==> src/rtl/led_matrix_scan_pwm_if.sv <==
// Frame payload and load handshake between the render logic and the matrix scanner.
interface led_matrix_scan_pwm_if #(
  parameter int unsigned ROWS = 8,
  parameter int unsigned COLS = 8,
  parameter int unsigned BITS = 2
);
  logic [ROWS-1:0][COLS-1:0][BITS-1:0] red_level;
  logic [ROWS-1:0][COLS-1:0][BITS-1:0] green_level;
  logic                                load_req;
  logic                                load_ack;

  modport master (output red_level, output green_level, output load_req, input load_ack);
  modport slave  (input red_level, input green_level, input load_req, output load_ack);
endinterface

==> src/rtl/led_matrix_scan_pwm.sv <==
// Bicolour LED matrix row scanner: double-buffered frame, per-row blanking and
// BITS-bit PWM brightness built from 2^BITS-1 equal dwell slots.
module led_matrix_scan_pwm #(
  parameter int unsigned ROWS  = 8,
  parameter int unsigned COLS  = 8,
  parameter int unsigned BITS  = 2,
  parameter int unsigned DWELL = 64,
  parameter int unsigned BLANK = 4
) (
  input  logic                  clock,
  input  logic                  reset,
  led_matrix_scan_pwm_if.slave  bus,
  output logic                  frame_start,
  output logic [COLS-1:0]       red_driver,
  output logic [COLS-1:0]       green_driver,
  output logic [ROWS-1:0]       row_sink
);

  localparam int unsigned NSLOT   = (1 << BITS) - 1;
  localparam int unsigned ROW_W   = (ROWS > 1)  ? $clog2(ROWS)  : 1;
  localparam int unsigned SLOT_W  = BITS;
  localparam int unsigned DWELL_W = (DWELL > 1) ? $clog2(DWELL) : 1;
  localparam int unsigned BLANK_W = (BLANK > 1) ? $clog2(BLANK) : 1;

  typedef logic [ROWS-1:0][COLS-1:0][BITS-1:0] frame_t;
  typedef enum logic {PH_BLANK, PH_ACTIVE} phase_e;

  phase_e             phase_q, phase_d;
  logic [ROW_W-1:0]   row_q, row_d;
  logic [SLOT_W-1:0]  slot_q, slot_d;
  logic [DWELL_W-1:0] dwell_q, dwell_d;
  logic [BLANK_W-1:0] blank_q, blank_d;
  frame_t             disp_red_q, disp_red_d;
  frame_t             disp_green_q, disp_green_d;
  logic               pending_q, pending_d;
  logic               load_ack_q, load_ack_d;
  logic               frame_start_q, frame_start_d;
  logic [COLS-1:0]    red_q, red_d;
  logic [COLS-1:0]    green_q, green_d;
  logic [ROWS-1:0]    sink_q, sink_d;
  logic               boundary_c;

  // Schedule counters point at the position the next output register load will show.
  always_ff @(posedge clock) begin
    if (reset) begin
      phase_q       <= PH_BLANK;
      row_q         <= '0;
      slot_q        <= '0;
      dwell_q       <= '0;
      blank_q       <= '0;
      disp_red_q    <= '0;
      disp_green_q  <= '0;
      pending_q     <= 1'b0;
      load_ack_q    <= 1'b0;
      frame_start_q <= 1'b0;
      red_q         <= '0;
      green_q       <= '0;
      sink_q        <= '1;
    end else begin
      phase_q       <= phase_d;
      row_q         <= row_d;
      slot_q        <= slot_d;
      dwell_q       <= dwell_d;
      blank_q       <= blank_d;
      disp_red_q    <= disp_red_d;
      disp_green_q  <= disp_green_d;
      pending_q     <= pending_d;
      load_ack_q    <= load_ack_d;
      frame_start_q <= frame_start_d;
      red_q         <= red_d;
      green_q       <= green_d;
      sink_q        <= sink_d;
    end
  end

  always_comb begin
    phase_d       = phase_q;
    row_d         = row_q;
    slot_d        = slot_q;
    dwell_d       = dwell_q;
    blank_d       = blank_q;
    disp_red_d    = disp_red_q;
    disp_green_d  = disp_green_q;
    pending_d     = pending_q | bus.load_req;
    load_ack_d    = 1'b0;
    frame_start_d = 1'b0;
    red_d         = '0;
    green_d       = '0;
    sink_d        = '1;

    boundary_c = (phase_q == PH_BLANK) && (row_q == '0) && (blank_q == '0);

    // Buffer swap only at the frame boundary so a frame is never torn.
    if (boundary_c) begin
      frame_start_d = 1'b1;
      pending_d     = 1'b0;
      if (pending_q || bus.load_req) begin
        disp_red_d   = bus.red_level;
        disp_green_d = bus.green_level;
        load_ack_d   = 1'b1;
      end
    end

    case (phase_q)
      PH_BLANK: begin
        if (blank_q == BLANK_W'(BLANK - 1)) begin
          blank_d = '0;
          phase_d = PH_ACTIVE;
        end else begin
          blank_d = blank_q + BLANK_W'(1);
        end
      end
      PH_ACTIVE: begin
        sink_d = ~(ROWS'(1) << row_q);
        for (int c = 0; c < int'(COLS); c++) begin
          red_d[c]   = disp_red_q[row_q][c] > slot_q;
          green_d[c] = disp_green_q[row_q][c] > slot_q;
        end
        if (dwell_q == DWELL_W'(DWELL - 1)) begin
          dwell_d = '0;
          if (slot_q == SLOT_W'(NSLOT - 1)) begin
            slot_d  = '0;
            phase_d = PH_BLANK;
            row_d   = (row_q == ROW_W'(ROWS - 1)) ? '0 : row_q + ROW_W'(1);
          end else begin
            slot_d = slot_q + SLOT_W'(1);
          end
        end else begin
          dwell_d = dwell_q + DWELL_W'(1);
        end
      end
      default: phase_d = PH_BLANK;
    endcase
  end

  assign bus.load_ack  = load_ack_q;
  assign frame_start   = frame_start_q;
  assign red_driver    = red_q;
  assign green_driver  = green_q;
  assign row_sink      = sink_q;

endmodule

==> src/flat_wrapper.sv <==
// flat-port wrapper written by rule: the top's interface ports become plain ports
module led_matrix_scan_pwm_flat 
#(
  parameter int unsigned ROWS  = 8,
  parameter int unsigned COLS  = 8,
  parameter int unsigned BITS  = 2,
  parameter int unsigned DWELL = 64,
  parameter int unsigned BLANK = 4
)
  (clock, reset, frame_start, red_driver, green_driver, row_sink, bus_red_level, bus_green_level, bus_load_req, bus_load_ack);
  led_matrix_scan_pwm_if #(.ROWS(ROWS), .COLS(COLS), .BITS(BITS)) bus_i ();
  input  logic clock;
  input  logic reset;
  output logic frame_start;
  output logic [COLS-1:0] red_driver;
  output logic [COLS-1:0] green_driver;
  output logic [ROWS-1:0] row_sink;
  input wire logic [$bits(bus_i.red_level)-1:0] bus_red_level;
  input wire logic [$bits(bus_i.green_level)-1:0] bus_green_level;
  input wire logic [$bits(bus_i.load_req)-1:0] bus_load_req;
  output wire logic [$bits(bus_i.load_ack)-1:0] bus_load_ack;
  assign bus_i.red_level = bus_red_level;
  assign bus_i.green_level = bus_green_level;
  assign bus_i.load_req = bus_load_req;
  assign bus_load_ack = bus_i.load_ack;
  led_matrix_scan_pwm #(.ROWS(ROWS), .COLS(COLS), .BITS(BITS), .DWELL(DWELL), .BLANK(BLANK)) u_core (.clock(clock), .reset(reset), .bus(bus_i), .frame_start(frame_start), .red_driver(red_driver), .green_driver(green_driver), .row_sink(row_sink));
endmodule
==> config.mk <==
export PLATFORM = sky130hd
export DESIGN_NAME = led_matrix_scan_pwm_flat
export DESIGN_NICKNAME = d
export VERILOG_FILES = /design/src/rtl/led_matrix_scan_pwm_if.sv /design/src/rtl/led_matrix_scan_pwm.sv /design/src/flat_wrapper.sv
export SDC_FILE = /design/constraint.sdc
export NUM_CORES = 1
export LEC_CHECK = 0
export CORE_MARGIN = 2
export CORE_UTILIZATION = 35
export DETAILED_ROUTE_END_ITERATION = 16
export GPL_ROUTABILITY_DRIVEN = 0
export PLACE_DENSITY = 0.56
export SLEW_MARGIN = 10
export SYNTH_ARGS = -nofsm -noshare
export SYNTH_HDL_FRONTEND = slang
export SYNTH_SLANG_ARGS = --single-unit
==> constraint.sdc <==
create_clock -name clock -period 4.8 [get_ports clock]
set_clock_uncertainty 0.15 [all_clocks]
set_input_delay 0.96 -clock clock [delete_from_list [all_inputs] [get_ports clock]]
set_output_delay 0.96 -clock clock [all_outputs]
set_load 0.01 [all_outputs]
* Word level (Yosys, flattened, before mapping)
Index checks and enable logic that the tools add are counted. W data, S select, Z words.
Operators by class: order comparisons 17, reductions and logical operators 11, shift operators 1, equal/unequal tests 4, mux-type cells 14, bitwise operators 4, add/sub/neg operators 4
Operators with widths (count):
- $bmux W16 S3 | 2
- $gt A2 B2 Y1 | 16
- $mux W16 | 2
- $not A8 Y8 | 1
- $shl A1 B3 Y8 const A | 1
- $add A6 B1 Y6 const B | 1
- $eq A6 B6 Y1 const B | 1
- $mux W6 | 1
- $reduce_or A2 Y1 | 3
- $mux W1 | 5
- $add A2 B1 Y2 const B | 2
- $eq A2 B2 Y1 const B | 2
- $lt A3 B4 Y1 const B | 1
- $mux W2 | 2
- $reduce_and A2 Y1 | 2
- $add A3 B1 Y3 const B | 1
- $eq A3 B3 Y1 const B | 1
- $logic_not A3 Y1 | 1
- $mux W3 | 1
- $reduce_and A3 Y1 | 1
- $logic_and A1 B1 Y1 | 2
- $logic_not A2 Y1 | 1
- $not A1 Y1 | 2
- $pmux W1 S2 | 1
- other kinds (2) | 2
Word-level totals: word-level logic and storage cells 194, bits in registers 297

* Longest topological paths before layout
depth in word-level cells 5, gate-level depth with buffers 10, gate-level depth less buffers 6

* Worst setup path before layout
No wires, ideal clock.
path kind flip-flop to flip-flop, start register u_core.row_q[0], end register u_core.disp_green_q[0] (netlist bit), library setup time 0.070 ns, arrival 2.178 ns, clock period less this slack 2.399 ns, cell stages (with the launch flop) 11, setup slack 2.401 ns, required time 4.580 ns, cells stage by stage dfxtp_1 > clkbuf_1 > inv_2 > clkbuf_1 > ha_1 > nand4bb_4 > buf_6 > buf_6 > buf_6 > or3b_1 > a21oi_1
On the way: longest elaborated chain between the ends 4
Ends and longest elaborated chain:
- start: declaration | RTL line led_matrix_scan_pwm.sv:29 | logic [ROW_W-1:0] row_q, row_d;
- start signal: assignment | RTL line led_matrix_scan_pwm.sv:61 | row_q <= row_d;
- $logic_not A3 Y1 | RTL line led_matrix_scan_pwm.sv:91 | boundary_c = (phase_q == PH_BLANK) && (row_q == '0) && (blank_q == '0);
- $logic_and A1 B1 Y1 (2 in series) | RTL line led_matrix_scan_pwm.sv:91
- $reduce_and A2 Y1 (no line)
- end signal: assignment | RTL line led_matrix_scan_pwm.sv:66 | disp_green_q <= disp_green_d;
- end: declaration | RTL line led_matrix_scan_pwm.sv:34 | frame_t disp_green_q, disp_green_d;
Every way passes these cells. A chain may end at the register's enable or synchronous reset.

* Final worst setup path
start register u_core.row_q[1], end register u_core.disp_red_q[38] (netlist bit)
On the way: longest elaborated chain between the ends 4
Ends and longest elaborated chain:
- $logic_not A3 Y1 | RTL line led_matrix_scan_pwm.sv:91
- $logic_and A1 B1 Y1 (2 in series) | RTL line led_matrix_scan_pwm.sv:91
- $reduce_and A2 Y1 (no line)
- end signal: assignment | RTL line led_matrix_scan_pwm.sv:65 | disp_red_q <= disp_red_d;
- end: declaration | RTL line led_matrix_scan_pwm.sv:33 | frame_t disp_red_q, disp_red_d;
Every way passes these cells.

==> metrics <==
status completed; Final ANT Viol Nets 0; Hold Crit Class flip-flop to flip-flop; CTS Root Cell clkbuf_16; drt wl/cell between 15 and 20 µm; CTS clk-pin slew, worst paths 0.06 ns; hpwl dp 29810 µm; CP max stage delay 0.63 ns; post-route cell area 18660 µm²; first-pass GRT wire length ~68000 µm; number of global-route vias before repair roughly 11000; P_int 0.005218 W; DRC 0; Fin Setup TNS 0 ns; fin util 0.4559; Die ar. 43270 µm²; worst setup slack after layout 1.719 ns; # IOs 285; arrival time worst endpoint 3.37 ns; Synth Instances 1516; Reg power frac 0.398; Slowest cell on crit path nand4bb_4; Sw Ratio 0.2997; post-synthesis sequential area ratio 0.4081; chip width 208.0 µm; share of total power in combinational logic 0.238; grt ovf 0; Critical Path RT 5.09 ns; largest net degree at the start of global routing 165; DP Area 17490 µm²; post-CTS setup repair buffer count 0; RSZ-0062 raised after global routing no; Max Freq 0.3245 GHz; Vias 12040; r2r setup slk 1.72 ns; # resized after CTS 0; Final setup viols 0; Starting Density 0.3560; CTS max path bufs 3; Worst Path Max Fanout 164; Initial DRT Pass Iterations 5; clock buffer count from CTS 35; routed wire length 44610 µm; fin crit period 3.081 ns; Tot GR Track Use 0.2000; critical-path cell list inv_1 > ha_1 > nand4bb_4 > buf_12 > or3b_1 > a21oi_1; worst-margin pin slew 1.096 ns; Power Density around 400 nW/µm²; synthesized flop and latch total a little under 300; Std-Cell Rows 74; DP Worst Slack 1.675 ns; Post-Syn Area 14570 µm²; Crit Path Category flip-flop to flip-flop; LEAKAGE 6.521 nW; initial antenna violation count 5; CP Buf/Inv Count 2; hold_buf cts 0; synth warn 0; Netlist cell types 35; kind of cell adding the most delay to the critical path simple AND/OR/NAND/NOR gates; fin. max-slew vios 0; Mapped Nets 1816; CTS H-tree depth 2; CP startpoint kind flip-flop; WHS between 0.3 and 0.4 ns; Syn Area/Cell approximately 9.6 µm²; # port buffers 284; Final #Nets 1988; Fillers roughly 3900; P&R area growth vs syn 28.06%; clk_lat worst skew approximately 0.53 ns; fraction of the cycle the final worst path needs 0.6420; floorplan core area 40920 µm²; drt initial violations 1136; Max Cap Viol 0; switching power 0.002233 W; routed vias/inst roughly 5.4; CTS tree yes; clock share of power 0.364; max_slew headroom 0.2691; fraction of layout cells with a size suffix above 1 0.08358; VDD IR max 0.2606 mV; final hold violations 0; clk sinks slightly below 300; chip height 208.0 µm; Worst Setup End Kind flip-flop
-- metal layers --
layer,vias to the layer above,track usage,routed length [µm],share of wire
met5,-,0,12,0.00027
met3,55,0.03396,2161,0.048
met2,274,0.3193,20910,0.47
met1,5766,0.2788,20610,0.46
met4,2,0.05527,917,0.021
li1,5941,-,-,-
-- cells in the final DEF, fill, tap and decap left out, drive strengths merged, types with 2 or more instances in the layout --
| cell | instances |
|---|---|
| xor2 | 2 |
| or3b | 256 |
| o31ai | 2 |
| clkdlybuf4s50 | 283 |
| nor2 | 9 |
| xnor2 | 2 |
| buf | 19 |
| nand3 | 5 |
| mux4 | 64 |
| inv | 26 |
| nor3 | 8 |
| diode | 2 |
| clkinv | 4 |
| dfxtp | 297 |
| nand2 | 56 |
| nand2b | 2 |
| bufinv | 4 |
| mux2i | 19 |
| ha | 41 |
| a211oi | 18 |
| o21ai | 258 |
| a21oi | 275 |
| clkinvlp | 2 |
| clkbuf | 48 |
| nand4 | 2 |
-- registers in the layout, indices dropped and copies added, names as in the netlist --
signal and cells:
u_core.slot_q 2, u_core.phase_q 1, u_core.green_driver 8, u_core.blank_q 2, u_core.dwell_q 6, u_core.disp_red_q 128, u_core.red_driver 8, u_core.disp_green_q 128
u_core.bus.load_ack 1, u_core.row_sink 8, u_core.pending_q 1, u_core.row_q 3, u_core.frame_start 1
-- synthesized netlist by cell type, drive strengths merged --
| library cell | instances | area share |
|---|---|---|
| nor3b | 1 | 0.00052 |
| or3b | 256 | 0.15 |
| nor3 | 8 | 0.0027 |
| and4 | 1 | 0.00060 |
| xnor2 | 2 | 0.0012 |
| nand2b | 2 | 0.00086 |
| o21ai | 258 | 0.089 |
| nor2b | 1 | 0.00043 |
| clkbuf | 125 | 0.032 |
| ha | 41 | 0.035 |
| buf | 43 | 0.028 |
| dfxtp | 297 | 0.41 |
| nand4 | 2 | 0.00086 |
| mux4 | 64 | 0.099 |
| or4 | 1 | 0.00052 |
| o31ai | 2 | 0.0010 |
| a211oi | 18 | 0.0093 |
| mux2i | 19 | 0.013 |
| nor2 | 9 | 0.0025 |
| and4b | 1 | 0.00069 |
| a21oi | 275 | 0.094 |
| nand3 | 5 | 0.0017 |
| nand3b | 1 | 0.00052 |
| nand4bb | 1 | 0.0019 |
| and2 | 1 | 0.00043 |
| or3 | 1 | 0.00043 |
| nand2 | 56 | 0.014 |
| inv | 23 | 0.0059 |
| xor2 | 2 | 0.0012 |
-- power by group through the flow --
stage	registers (W)	clock network [W]	logic [W]
floorplan	0.00295	0	0.00141
global placement	0.00300	0	0.00175
detailed placement	0.00301	0	0.00178
CTS	0.00296	0.00279	0.00179
global route	0.00300	0.00288	0.00199
finish	0.00296	0.00271	0.00177
-- final timing paths --
path / cells after the start / end / startpoint
worst min-delay path: 2 / u_core.disp_red_q[106]$_SDFFE_PP0P_ / u_core.disp_red_q[106]$_SDFFE_PP0P_
worst max-delay path: 6 / u_core.disp_red_q[38]$_SDFFE_PP0P_ / u_core.row_q[1]$_SDFFE_PP0P_
worst min register to register: 2 / u_core.disp_red_q[106]$_SDFFE_PP0P_ / u_core.disp_red_q[106]$_SDFFE_PP0P_
worst max register to register: 6 / u_core.disp_red_q[38]$_SDFFE_PP0P_ / u_core.row_q[1]$_SDFFE_PP0P_
-- worst min-delay path, stage by stage, from the launching register on --
cell     delay, ns
dfxtp_1       0.30
o21ai_0       0.06
a21oi_1       0.06
-- area by class of cell --
type                       instances  area, µm²  area share
timing repair buffer             303       3114      0.1669
antenna                            2      5.005   0.0002683
inverter                          23      86.33    0.004628
tap                              532      665.6     0.03568
clock inverter                    13      181.4    0.009725
sequential                       297       5953      0.3191
clock buffer                      47      980.9     0.05258
multi-input combinational       1028       7669      0.4111
-- per-stage QoR --
stage | power (W) | std cells
after global placement | 0.004751 | 2183
after CTS | 0.007537 | 2243
final | 0.007450 | 2245
after detailed placement | 0.004793 | 2183
after floorplan | 0.004355 | 1516
after global routing | 0.007864 | 2245
-- cell families (layout without fill, tap and decap cells) --
kind of cell    Yosys count  after routing  synth area share
mux                      83             83            0.1120
compound gates          553            553            0.1934
buf+inv                 191            386           0.06579
xor+xnor                  4              4          0.002405
flops                   297            297            0.4081
simple gates            347            347            0.1830
fa+ha+maj                41             41           0.03521
other cells               0              2                 0
No activity file was read; power rests on OpenSTA's default activity.
